[src/rtl/sat_counter.sv]
// sat_counter: WIDTH-bit up counter (clk, reset active-low async, clr sync, inc) holding at all-ones on cnt
module sat_counter #(
  parameter int WIDTH = 8
) (
  input  logic             clk,
  input  logic             reset,
  input  logic             clr,
  input  logic             inc,
  output logic [WIDTH-1:0] cnt
);
  always_ff @(posedge clk or negedge reset)
    if (!reset) cnt <= '0;
    else cnt <= clr ? '0 : (inc && !(&cnt)) ? cnt + 1'b1 : cnt;
endmodule

[config.mk]
export PLATFORM = sky130hd
export DESIGN_NAME = sat_counter
export DESIGN_NICKNAME = d
export VERILOG_FILES = /design/src/rtl/sat_counter.sv
export SDC_FILE = /design/constraint.sdc
export NUM_CORES = 1
export LEC_CHECK = 0
export CORE_UTILIZATION = 30
export CTS_CLUSTER_SIZE = 30
export DETAILED_ROUTE_END_ITERATION = 12
export GPL_TIMING_DRIVEN = 0
export PLACE_DENSITY = 0.56
export SETUP_SLACK_MARGIN = 0.4
export SYNTH_ARGS = -nofsm -noshare
export SYNTH_HDL_FRONTEND = slang
export SYNTH_SLANG_ARGS = --single-unit
[constraint.sdc]
create_clock -name clk -period 1.6 [get_ports clk]
set_clock_uncertainty 0.05 [all_clocks]
set_input_delay 0.24 -clock clk [delete_from_list [all_inputs] [get_ports clk]]
set_output_delay 0.24 -clock clk [all_outputs]
set_load 0.01 [all_outputs]
==> metrics.csv <==
metric,value,unit
status,"finished, final reports clean",
final core occ,0.544,
worst setup path class,input port to register,
Routed Antenna Nets,0,
Crit. End Element,register,
Hold Crit Class,input port to asynchronous set/reset pin,
max-cap viol count,0,
Setup Viol. Count Final,0,
Final Max Tran Viols,0,
Startpoint Class,input port,
starting DRC count in detailed routing,2,
RSZ-0062 raised after global routing,yes,
top flop regs,cnt (8),
post-synth cell types,27,
CTS max path bufs,2,
Clock Sinks,8,
synthesized area per cell,11.0,µm²
WL final,1390,µm
Yosys warning total,0,
Post-synth EDFFs,0,
Initial Util,0.326,
Critical Path AT,1.55,ns
root buf cell,clkbuf_4,
share of layout cells above drive strength 1,0.589,
CTS tree,built,
Leakage,0.369,nW
CTS H-tree lvls,1,
asr flop ratio synth,1.00,
post-synthesis register bit count,8,
remaining global-route overflow,0,
Tmin final,1.45,ns
Top reg by flops,cnt,
"IR drop worst, VDD",0.366,mV
DR vias,471,
first-pass GRT wire length,2290,µm
clk_lat worst skew,0.26,ns
slew margin rel.,0.733,
clk slew on worst S/H paths,0.06,ns
Tot GR Track Use,0.176,
Num CTS Buffers,3,
Critical R2R Launch,cnt[3],
Final #Nets,80,
TritonRoute pass-1 iters,2,
"Data required, critical path",1.70,ns
vias in the first global route,482,
Layout area overhead,67.0,%
Die ar.,1820,µm²
largest net degree at the start of global routing,11,
syn nets,50,
Avg Vias per Cell,5.29,
die width,42.7,µm
Tcrit/Tclk final,0.908,
CP startpoint,clr,
CP Max Fanout,10,
IO Port Bufs,11,
"commonest non-fill, non-tap cells in the layout","buf_6, buf_4, dfrtp_2",
Largest register FFs,8,
num rows,14,
Fin Hold WS,0.220,ns
Worst Tran Pin Value,0.399,ns
FF/Latch Area,206,µm²
mapped cell area,497,µm²
post-DP HPWL,730,µm
initial antenna violation count,0,
area of the core,1520,µm²
setup_tns,0,ns
Die Y,42.7,µm
PD cells,552,nW/µm²
FMAX,688,MHz
sequential area share after synthesis,0.403,
DRC violations left,0,
Ports,12,
Cells after Synth,45,
final hold violations,0,
Placer Congestion,0.797,
drt wl/cell,15.6,µm
multi-input logic area,317,µm²
Ant. Diodes,0,
Fillers,149,
ys flop type,dfrtp_1,
## timing repair
item / in CTS / in global routing
gates cloned: 0 / 0
hold buffers: 0 / 0
gates resized for setup: 40 / 7
setup endpoints to repair: 16 / 15
pin swaps: 5 / 4
buffers inserted: 14 / 0
## layout make-up
type | instances | share of cell area
Buffer | 3 | 0.0407
Multi-Input combinational cell | 33 | 0.382
Sequential cell | 8 | 0.249
Inverter | 1 | 0.00452
Timing Repair Buffer | 25 | 0.273
Tap cell | 16 | 0.0241
Clock buffer | 3 | 0.0271
## logic make-up (layout without fill, tap and decap cells)
kind of cell | Yosys count | count (layout) | synth area share
flops | 8 | 8 | 0.403
mux | 3 | 3 | 0.0730
compound gates | 12 | 12 | 0.209
buf+inv | 4 | 32 | 0.0705
simple gates | 17 | 17 | 0.219
fa+ha+maj | 1 | 1 | 0.0252
## per-layer routing
metal,up-vias,GRT usage,part of all wire
met4,0,0.0750,0.012
li1,233,-,-
met1,223,0.201,0.42
met3,3,0.0383,0.044
met2,12,0.312,0.52
met5,-,0,0
## final timing paths
kind	end	slack [ns]	cells past startpoint
max in group asynchronous	cnt[0]	0.98	1
worst min-delay path	cnt[5]	0.22	1
worst max register to register	cnt[3]	0.16	5
worst min register to register	cnt[5]	0.55	2
worst max-delay path	cnt[0]	0.15	4
min in group clk	cnt[5]	0.55	2
## critical path, cell delays in order
cell and delay, ns:
clkdlybuf4s50_1 0.48, clkdlybuf4s15_2 0.33, and2b_2 0.24, mux2_4 0.26
## synth_stat cells (2+ instances only)
library cell / instances / area (µm²)
a211oi_1: 2 / 15.0
a21oi_1: 3 / 15.0
a311oi_1: 2 / 17.5
a31oi_1: 2 / 12.5
and4_1: 2 / 17.5
buf_6: 2 / 22.5
dfrtp_1: 8 / 200
nand2_1: 2 / 7.51
nand2b_1: 2 / 12.5
nor2_1: 2 / 7.51
nor3_1: 2 / 10.0
## where the power goes
part / leakage (nW) / switching [W] / internal [W] / total (W)
logic: 0.253 / 0.0000294 / 0.0000462 / 0.0000756
clock network: 0.0138 / 0.0000806 / 0.0000867 / 0.000167
registers: 0.102 / 0.00000720 / 0.000208 / 0.000215
total: 0.369 / 0.000117 / 0.000341 / 0.000458
## per-stage QoR
stage / area (µm²) / std cells / total power [W] / worst slack (ns)
after detailed placement: 639 / 72 / 0.000273 / -0.220
after global routing: 830 / 89 / 0.000484 / 0.115
final: 830 / 89 / 0.000458 / 0.146
after CTS: 803 / 89 / 0.000456 / 0.122
after floorplan: 509 / 45 / 0.000245 / 0.154
after global placement: 639 / 72 / 0.000272 / -0.206
Power figures use the tool's default switching activity.
